--- src/rtl/hyperbus_w_serializer.sv ---
// HyperBus write-data serializer: splits wide AXI W beats into 16-bit PHY words,
// starting at the command's word offset, and checks W framing against the word count.
module hyperbus_w_serializer #(
   parameter int unsigned AxiDataWidth = 64,
   parameter int unsigned BurstWidth   = 16,
   localparam int unsigned WordsPerBeat = AxiDataWidth / 16,
   localparam int unsigned OffWidth     = $clog2(WordsPerBeat)
) (
   input  logic                      clk_i,
   input  logic                      rst_ni,
   input  logic                      cmd_valid_i,
   output logic                      cmd_ready_o,
   input  logic [OffWidth-1:0]       cmd_word_off_i,
   input  logic [BurstWidth-1:0]     cmd_num_words_i,
   input  logic                      w_valid_i,
   output logic                      w_ready_o,
   input  logic [AxiDataWidth-1:0]   w_data_i,
   input  logic [AxiDataWidth/8-1:0] w_strb_i,
   input  logic                      w_last_i,
   output logic                      tx_valid_o,
   input  logic                      tx_ready_i,
   output logic [15:0]               tx_data_o,
   output logic [1:0]                tx_strb_o,
   output logic                      done_o,
   output logic                      done_err_o
);

   typedef enum logic [2:0] {StIdle, StFetch, StEmit, StPad, StDrain} state_e;

   state_e                    state_q, state_d;
   logic [AxiDataWidth-1:0]   buf_data_q, buf_data_d;
   logic [AxiDataWidth/8-1:0] buf_strb_q, buf_strb_d;
   logic                      buf_last_q, buf_last_d;
   logic                      buf_valid_q, buf_valid_d;
   logic [OffWidth-1:0]       idx_q, idx_d;
   logic [BurstWidth-1:0]     remaining_q, remaining_d;
   logic                      err_q, err_d;
   logic                      done_q, done_d;
   logic                      done_err_q, done_err_d;

   logic cmd_hs, w_hs, tx_hs, last_word, beat_end;

   assign cmd_hs    = cmd_valid_i & cmd_ready_o;
   assign w_hs      = w_valid_i & w_ready_o;
   assign tx_hs     = tx_valid_o & tx_ready_i;
   assign last_word = (remaining_q == BurstWidth'(1));
   assign beat_end  = (idx_q == OffWidth'(WordsPerBeat - 1));

   assign done_o     = done_q;
   assign done_err_o = done_err_q;

   // State and datapath registers
   always_ff @(posedge clk_i or negedge rst_ni) begin
      if (!rst_ni) begin
         state_q     <= StIdle;
         buf_data_q  <= '0;
         buf_strb_q  <= '0;
         buf_last_q  <= 1'b0;
         buf_valid_q <= 1'b0;
         idx_q       <= '0;
         remaining_q <= '0;
         err_q       <= 1'b0;
         done_q      <= 1'b0;
         done_err_q  <= 1'b0;
      end else begin
         state_q     <= state_d;
         buf_data_q  <= buf_data_d;
         buf_strb_q  <= buf_strb_d;
         buf_last_q  <= buf_last_d;
         buf_valid_q <= buf_valid_d;
         idx_q       <= idx_d;
         remaining_q <= remaining_d;
         err_q       <= err_d;
         done_q      <= done_d;
         done_err_q  <= done_err_d;
      end
   end

   // Next-state and datapath update
   always_comb begin
      state_d     = state_q;
      buf_data_d  = buf_data_q;
      buf_strb_d  = buf_strb_q;
      buf_last_d  = buf_last_q;
      buf_valid_d = buf_valid_q;
      idx_d       = idx_q;
      remaining_d = remaining_q;
      err_d       = err_q;
      done_d      = 1'b0;
      done_err_d  = 1'b0;
      unique case (state_q)
         StIdle: begin
            if (cmd_hs) begin
               idx_d       = cmd_word_off_i;
               remaining_d = cmd_num_words_i;
               err_d       = 1'b0;
               state_d     = StFetch;
               if (cmd_num_words_i == '0) begin
                  err_d   = 1'b1;
                  state_d = StDrain;
               end
            end
         end
         StFetch: begin
            if (w_hs) begin
               buf_data_d  = w_data_i;
               buf_strb_d  = w_strb_i;
               buf_last_d  = w_last_i;
               buf_valid_d = 1'b1;
               state_d     = StEmit;
            end
         end
         StEmit: begin
            if (tx_hs) begin
               remaining_d = remaining_q - BurstWidth'(1);
               idx_d       = idx_q + OffWidth'(1);
               if (last_word) begin
                  buf_valid_d = 1'b0;
                  if (buf_last_q) begin
                     done_d     = 1'b1;
                     done_err_d = err_q;
                     state_d    = StIdle;
                  end else begin
                     err_d   = 1'b1;
                     state_d = StDrain;
                  end
               end else if (beat_end) begin
                  if (buf_last_q) begin
                     // W ended early: pad out the burst with masked words
                     err_d       = 1'b1;
                     buf_valid_d = 1'b0;
                     state_d     = StPad;
                  end else if (w_hs) begin
                     // Refill in the same cycle to avoid a bubble at the beat boundary
                     buf_data_d = w_data_i;
                     buf_strb_d = w_strb_i;
                     buf_last_d = w_last_i;
                  end else begin
                     buf_valid_d = 1'b0;
                     state_d     = StFetch;
                  end
               end
            end
         end
         StPad: begin
            if (tx_hs) begin
               remaining_d = remaining_q - BurstWidth'(1);
               if (last_word) begin
                  done_d     = 1'b1;
                  done_err_d = 1'b1;
                  state_d    = StIdle;
               end
            end
         end
         StDrain: begin
            if (w_hs && w_last_i) begin
               done_d     = 1'b1;
               done_err_d = 1'b1;
               state_d    = StIdle;
            end
         end
         default: state_d = StIdle;
      endcase
   end

   // Handshake and data outputs
   always_comb begin
      cmd_ready_o = 1'b0;
      w_ready_o   = 1'b0;
      tx_valid_o  = 1'b0;
      tx_data_o   = '0;
      tx_strb_o   = '0;
      unique case (state_q)
         StIdle:  cmd_ready_o = 1'b1;
         StFetch: w_ready_o = 1'b1;
         StEmit: begin
            tx_valid_o = buf_valid_q;
            tx_data_o  = buf_data_q[{idx_q, 4'b0000} +: 16];
            tx_strb_o  = buf_strb_q[{idx_q, 1'b0} +: 2];
            w_ready_o  = buf_valid_q & tx_ready_i & ~last_word & beat_end & ~buf_last_q;
         end
         StPad:   tx_valid_o = 1'b1;
         StDrain: w_ready_o = 1'b1;
         default: ;
      endcase
   end

endmodule

--- config.mk ---
export PLATFORM = sky130hd
export DESIGN_NAME = hyperbus_w_serializer
export DESIGN_NICKNAME = d
export VERILOG_FILES = /design/src/rtl/hyperbus_w_serializer.sv
export SDC_FILE = /design/constraint.sdc
export NUM_CORES = 1
export LEC_CHECK = 0
export CORE_ASPECT_RATIO = 1.25
export CORE_MARGIN = 5
export CORE_UTILIZATION = 45
export CTS_CLUSTER_DIAMETER = 100
export DETAILED_ROUTE_END_ITERATION = 8
export GPL_TIMING_DRIVEN = 0
export PLACE_DENSITY = 0.73
export SETUP_SLACK_MARGIN = 0.02
export SLEW_MARGIN = 10
export SYNTH_ARGS = -nofsm -noshare
export SYNTH_HDL_FRONTEND = slang
export SYNTH_SLANG_ARGS = --single-unit
export TNS_END_PERCENT = 50
--- constraint.sdc ---
create_clock -name clk_i -period 2.95 [get_ports clk_i]
set_input_delay 0.295 -clock clk_i [delete_from_list [all_inputs] [get_ports clk_i]]
set_output_delay 0.295 -clock clk_i [all_outputs]
set_load 0.02 [all_outputs]
-- After elaboration in Yosys (flattened, before gate mapping)
Cells that the tools add are included.
- $add $sub $neg: 2
- shift-type cells: 2
- bitwise operators: 9
- reductions and logical operators: 15
- eq/ne operators: 20
- muxes and demuxes: 69
- operators with widths (operator ; count):
    $mux 64 ; 5
    $pmux 64 s2 ; 1
    $shiftx 64x7->16 ; 1
    $mux 16 ; 3
    $mux 8 ; 5
    $mux 3 ; 12
    $pmux 16 s2 ; 1
    $mux 1 ; 29
    $ne 2x2->1 const B ; 9
    $eq 16x1->1 const B ; 1
    $logic_not 16->1 ; 1
    $pmux 8 s2 ; 1
    $sub 16x1->16 const B ; 1
    $pmux 3 s5 ; 1
    $reduce_and 5->1 ; 3
    $pmux 1 s2 ; 5
    $ne 3x3->1 const B ; 3
    $reduce_and 8->1 ; 1
    $shiftx 8x4->2 ; 1
    $and 1x1->1 ; 7
    $eq 3x2->1 const B ; 2
    $mux 2 ; 3
    $pmux 1 s3 ; 2
    $reduce_and 3->1 ; 2
    13 further kinds ; 17
- register bits after elaboration: 98
- logic and storage cells: 127

-- Logic depth before layout (Yosys ltp)
- word-level depth: 13
- gate-level depth with buffers: 9
- depth with buffers taken out: 7

-- Least setup slack after synthesis
Ideal clock, no wire load.
- path kind: reg2reg
- from: register remaining_q[3]
- to: register buf_data_q[10]
- setup time: 0.125 ns
- data arrival time: 2.215 ns
- stages on the path, launching flop included: 8
- slack: 0.610 ns
- path through: dfrtp_1 -> nor4_4 -> and4_1 -> buf_6 -> nor2_2 -> o21ai_4 -> buf_8 -> mux2_4
- word-level cells in the longest chain between the ends: 13
- elaborated cells on any way between the ends: 15
- ends and longest elaborated chain (item ; line ; source):
    from (decl) ; 36 ; logic [BurstWidth-1:0] remaining_q, remaining_d;
    from (signal assigned) ; 72 ; remaining_q <= remaining_d;
    $eq 16x1->1 (*) ; 46 ; assign last_word = (remaining_q == BurstWidth'(1));
    $not 1->1 ; 180 ; w_ready_o = buf_valid_q & tx_ready_i & ~last_word & beat_end & ~buf_last_q;
    $and 1x1->1 (3 in series) ; 180 ;
    $pmux 1 s2 ; 173 ; unique case (state_q)
    $and 1x1->1 ; 44 ; assign w_hs = w_valid_i & w_ready_o;
    $mux 64 (5 in series) ; n/a ;
    $pmux 64 s2 ; n/a ;
    to (signal assigned) ; 67 ; buf_data_q <= buf_data_d;
    to (decl) ; 31 ; logic [AxiDataWidth-1:0] buf_data_q, buf_data_d;
Mark *: on every way between the ends. The rest lies on a longest branch, timed or not. The select of a mux whose other input is x is not followed.
A chain may end at the register's enable or synchronous reset.

-- Worst setup path after layout
- from: register state_q[2]
- to: output tx_data_o[6]
- word-level cells in the longest chain between the ends: 2
- ends and longest elaborated chain (item ; line ; source):
    from (decl) ; 30 ; state_e state_q, state_d;
    from (signal assigned) ; 55 ; state_q <= StIdle;
    from (signal assigned) ; 66 ; state_q <= state_d;
    $eq 3x2->1 ; 173 ;
    $mux 16 ; 173 ;
    to (decl) ; 22 ; output logic [15:0] tx_data_o,
No other way between the ends.

==> flow_summary_export.csv <==
group,metric,value,unit
timing,final_max_slew_viol_count,0,
global_route,grt_overflow,0,
run_status,status,"completed",
timing,max_freq,0.355,GHz
cts,cts.sinks,98,
cts,ctsRootBufferMaster,"clkbuf_16",
synthesis,yosys_warnings,0,
timing,hold_viol_final,0,
min_path,hp-class,"input pin to async pin",
timing,period_needed,2810,ps
synthesis,synth_top_area_share,0.465,
timing,rsz0062_at_grt,"no",
cts,htree_levels,3,
synthesis,async_flop_share,1.00,
floorplan,core,11600,sq um
cts,cts_tree,"done",
synthesis,yosys_most_used_dff,"dfrtp_1",
synthesis,synth-edff-count,0,
final_layout,nNetsFinal,639,
place,portBuffers,118,
drt,wl_met3,828,um
timing,finalClockSkew,8.63,ps
synthesis,synth_area_leaders,"dfrtp_1, mux2_4, mux4_2",
floorplan,die_area,14000,sq um
timing,setup_viol,0,
place,place_congestion,0.901,
drt,wl,14.1,mm
power,peakVddDrop,0.000492,V
synthesis,syn_inst,406,
worst_setup_path,path_class,"register to primary output",
final_layout,fin_area,7040,sq um
global_route,antenna_found_initial,0,
floorplan,ios,119,
place,hpwl,10.0,mm
timing,setup_slack,136,ps
floorplan,rows,44,
worst_setup_path,cp_data_arrival_time,2520,ps
place,dp.cells,663,
worst_setup_path,endpoint_kind,"primary output",
drt,drt-wirelength-per-cell,20.7,um
floorplan,die_w,107,um
synthesis,ys_ff_latch,98,
synthesis,post-synth-top-area-cell,"dfrtp_1",
floorplan,fp.dieH,131,um
worst_setup_path,cp_max_fo,10,
final_layout,instances_no_fill,683,
drt,met1_length,6.17,mm
cts,path_clk_slew,80,ps
synthesis,synth-seq-area-share,0.465,
cts,cts_made_buffers,9,
place,placed_area,6650,sq um
final_layout,syn2layout_area_growth,33.6,%
cts,cts.path.max_buffers,2,
global_route,grt_pass1_vias,4184,
synthesis,synth_cell_types,54,
timing,post-route-period-util,0.954,
global_route,grt_max_degree,59,
global_route,grt_pass1_wl,22.5,mm
timing,tightestPinTransition,559,ps
final_layout,n_antenna_cell,0,
drt,antenna_left,0,
drt,top_layer_used,"met4",
floorplan,initial_core_util,0.456,
power,p_per_area,1040,nW/um^2
drt,wl_met2,6.90,mm
drt,post-route-drc-count,0,
drt,vias,3957,
flow_run,maxCapViolCount,0,
place,pre_cts_slack,-331,ps
worst_setup_path,critical_path_required,2650,ps
drt,drtIter0Drc,174,
drt,first_pass_iters,4,
cts,clk_latency,340,ps
global_route,grtUsageTotal,0.207,
drt,vias_per_cell,5.79,
final_layout,drive_above_1_share,0.255,
power,power.leakage,3.14,nW
synthesis,syn-mean-instance-area,13.0,sq um
worst_setup_path,cp-start-kind,"register",
synthesis,syn_nets,505,
synthesis,synthesis.area,5270,sq um
timing,slew_headroom,0.627,
synth_stat cells, types with 7 or more instances:
| cell type | count |
|---|---|
| dfrtp_1 | 98 |
| mux2_4 | 69 |
| o21ai_0 | 20 |
| a21oi_1 | 18 |
| and2_1 | 18 |
| mux4_2 | 18 |
| nand2_1 | 17 |
| nor2_1 | 17 |
| clkbuf_1 | 16 |
| inv_1 | 10 |
| nor3_1 | 10 |
| a31oi_1 | 7 |
| buf_8 | 7 |
power by group:
part | leakage [nW] | switching [mW] | total [mW] | internal (mW)
logic | 1.83 | 1.51 | 3.59 | 2.08
registers | 1.17 | 0.488 | 2.50 | 2.01
clock network | 0.150 | 0.537 | 1.23 | 0.690
total | 3.14 | 2.53 | 7.32 | 4.79
cells in the final DEF (no fill, tap or decap), types with 9 or more instances in the layout:
cell / Yosys / final
nor3_1: 10 / 10
clkbuf_16: 0 / 9
nand2_1: 17 / 17
inv_1: 10 / 10
mux2_4: 69 / 69
and2_1: 18 / 18
o21ai_0: 20 / 20
a21oi_1: 18 / 18
dfrtp_1: 98 / 98
nor2_1: 17 / 17
clkdlybuf4s50_1: 0 / 115
mux4_2: 18 / 18
kinds of logic (layout without fill, tap and decap cells):
group | count (synthesis) | after routing | synth area share
multiplexers | 92 | 92 | 0.284
flip-flops | 98 | 98 | 0.465
AND/OR/NAND/NOR | 98 | 98 | 0.104
AO/OA/AOI/OAI | 79 | 79 | 0.0978
adder cells (fa/ha/maj) | 3 | 3 | 0.00712
buffers and inverters | 36 | 175 | 0.0420
layout make-up:
type / instances / area (sq um)
Multi-Input combinational cell: 272 / 2610
Inverter: 10 / 37.5
Tap cell: 138 / 173
Fill cell: 937 / 4520
Clock inverter: 6 / 72.6
Buffer: 25 / 204
Sequential cell: 98 / 2450
Timing Repair Buffer: 124 / 1250
Clock buffer: 10 / 239
per-stage QoR:
step | hold WS (ps) | util | setup TNS, ps | total power, mW
detailed placement | 323 | 0.575 | -3100 | 6.03
CTS | 496 | 0.606 | -88.4 | 7.32
global placement | 486 | 0.573 | -211580 | 5.91
finish | 490 | 0.609 | 0 | 7.32
global route | 524 | 0.609 | 0 | 7.75
floorplan | -0.591 | - | 0 | 4.99
layer usage:
metal / track usage / up-vias
li1: - / 1779
met1: 0.276 / 1992
met2: 0.349 / 168
met3: 0.0398 / 18
met4: 0.0602 / 0
met5: 0 / -
worst paths after layout:
kind / slack [ps] / cells after the start / from / end
hold / removal: 490 / 2 / rst_ni / buf_data_q[1]
min in group clk_i: 510 / 1 / buf_data_q[55] / buf_data_q[55]
setup reg to reg: 380 / 9 / remaining_q[1] / buf_data_q[15]
max in group asynchronous: 1780 / 3 / rst_ni / buf_data_q[7]
hold reg to reg: 510 / 1 / buf_data_q[55] / buf_data_q[55]
setup / recovery: 140 / 6 / state_q[2] / tx_data_o[6]
worst max-delay path, stage by stage (launching register included):
cell             delay [ps]
dfrtp_1                 390
clkbuf_2                210
nor3b_4                 290
clkbuf_4                270
clkbuf_4                240
and2_1                  160
clkdlybuf4s50_1         610
state kept, by name (all words and copies together) (netlist names):
name,flops
done_err_o,1
err_q,1
idx_q,2
remaining_q,16
buf_last_q,1
buf_data_q,64
buf_valid_q,1
done_o,1
state_q,3
buf_strb_q,8
timing repair:
| item | in CTS | in global routing |
|---|---|---|
| endpoints found under the hold margin | 40 | 0 |
| hold buffers | 1 | 0 |
| resized for setup | 14 | 6 |
| pin swaps | 1 | 2 |
| setup endpoints to repair | 20 | 12 |
| setup buffers | 0 | 4 |
(Power assumes the default switching activity.)
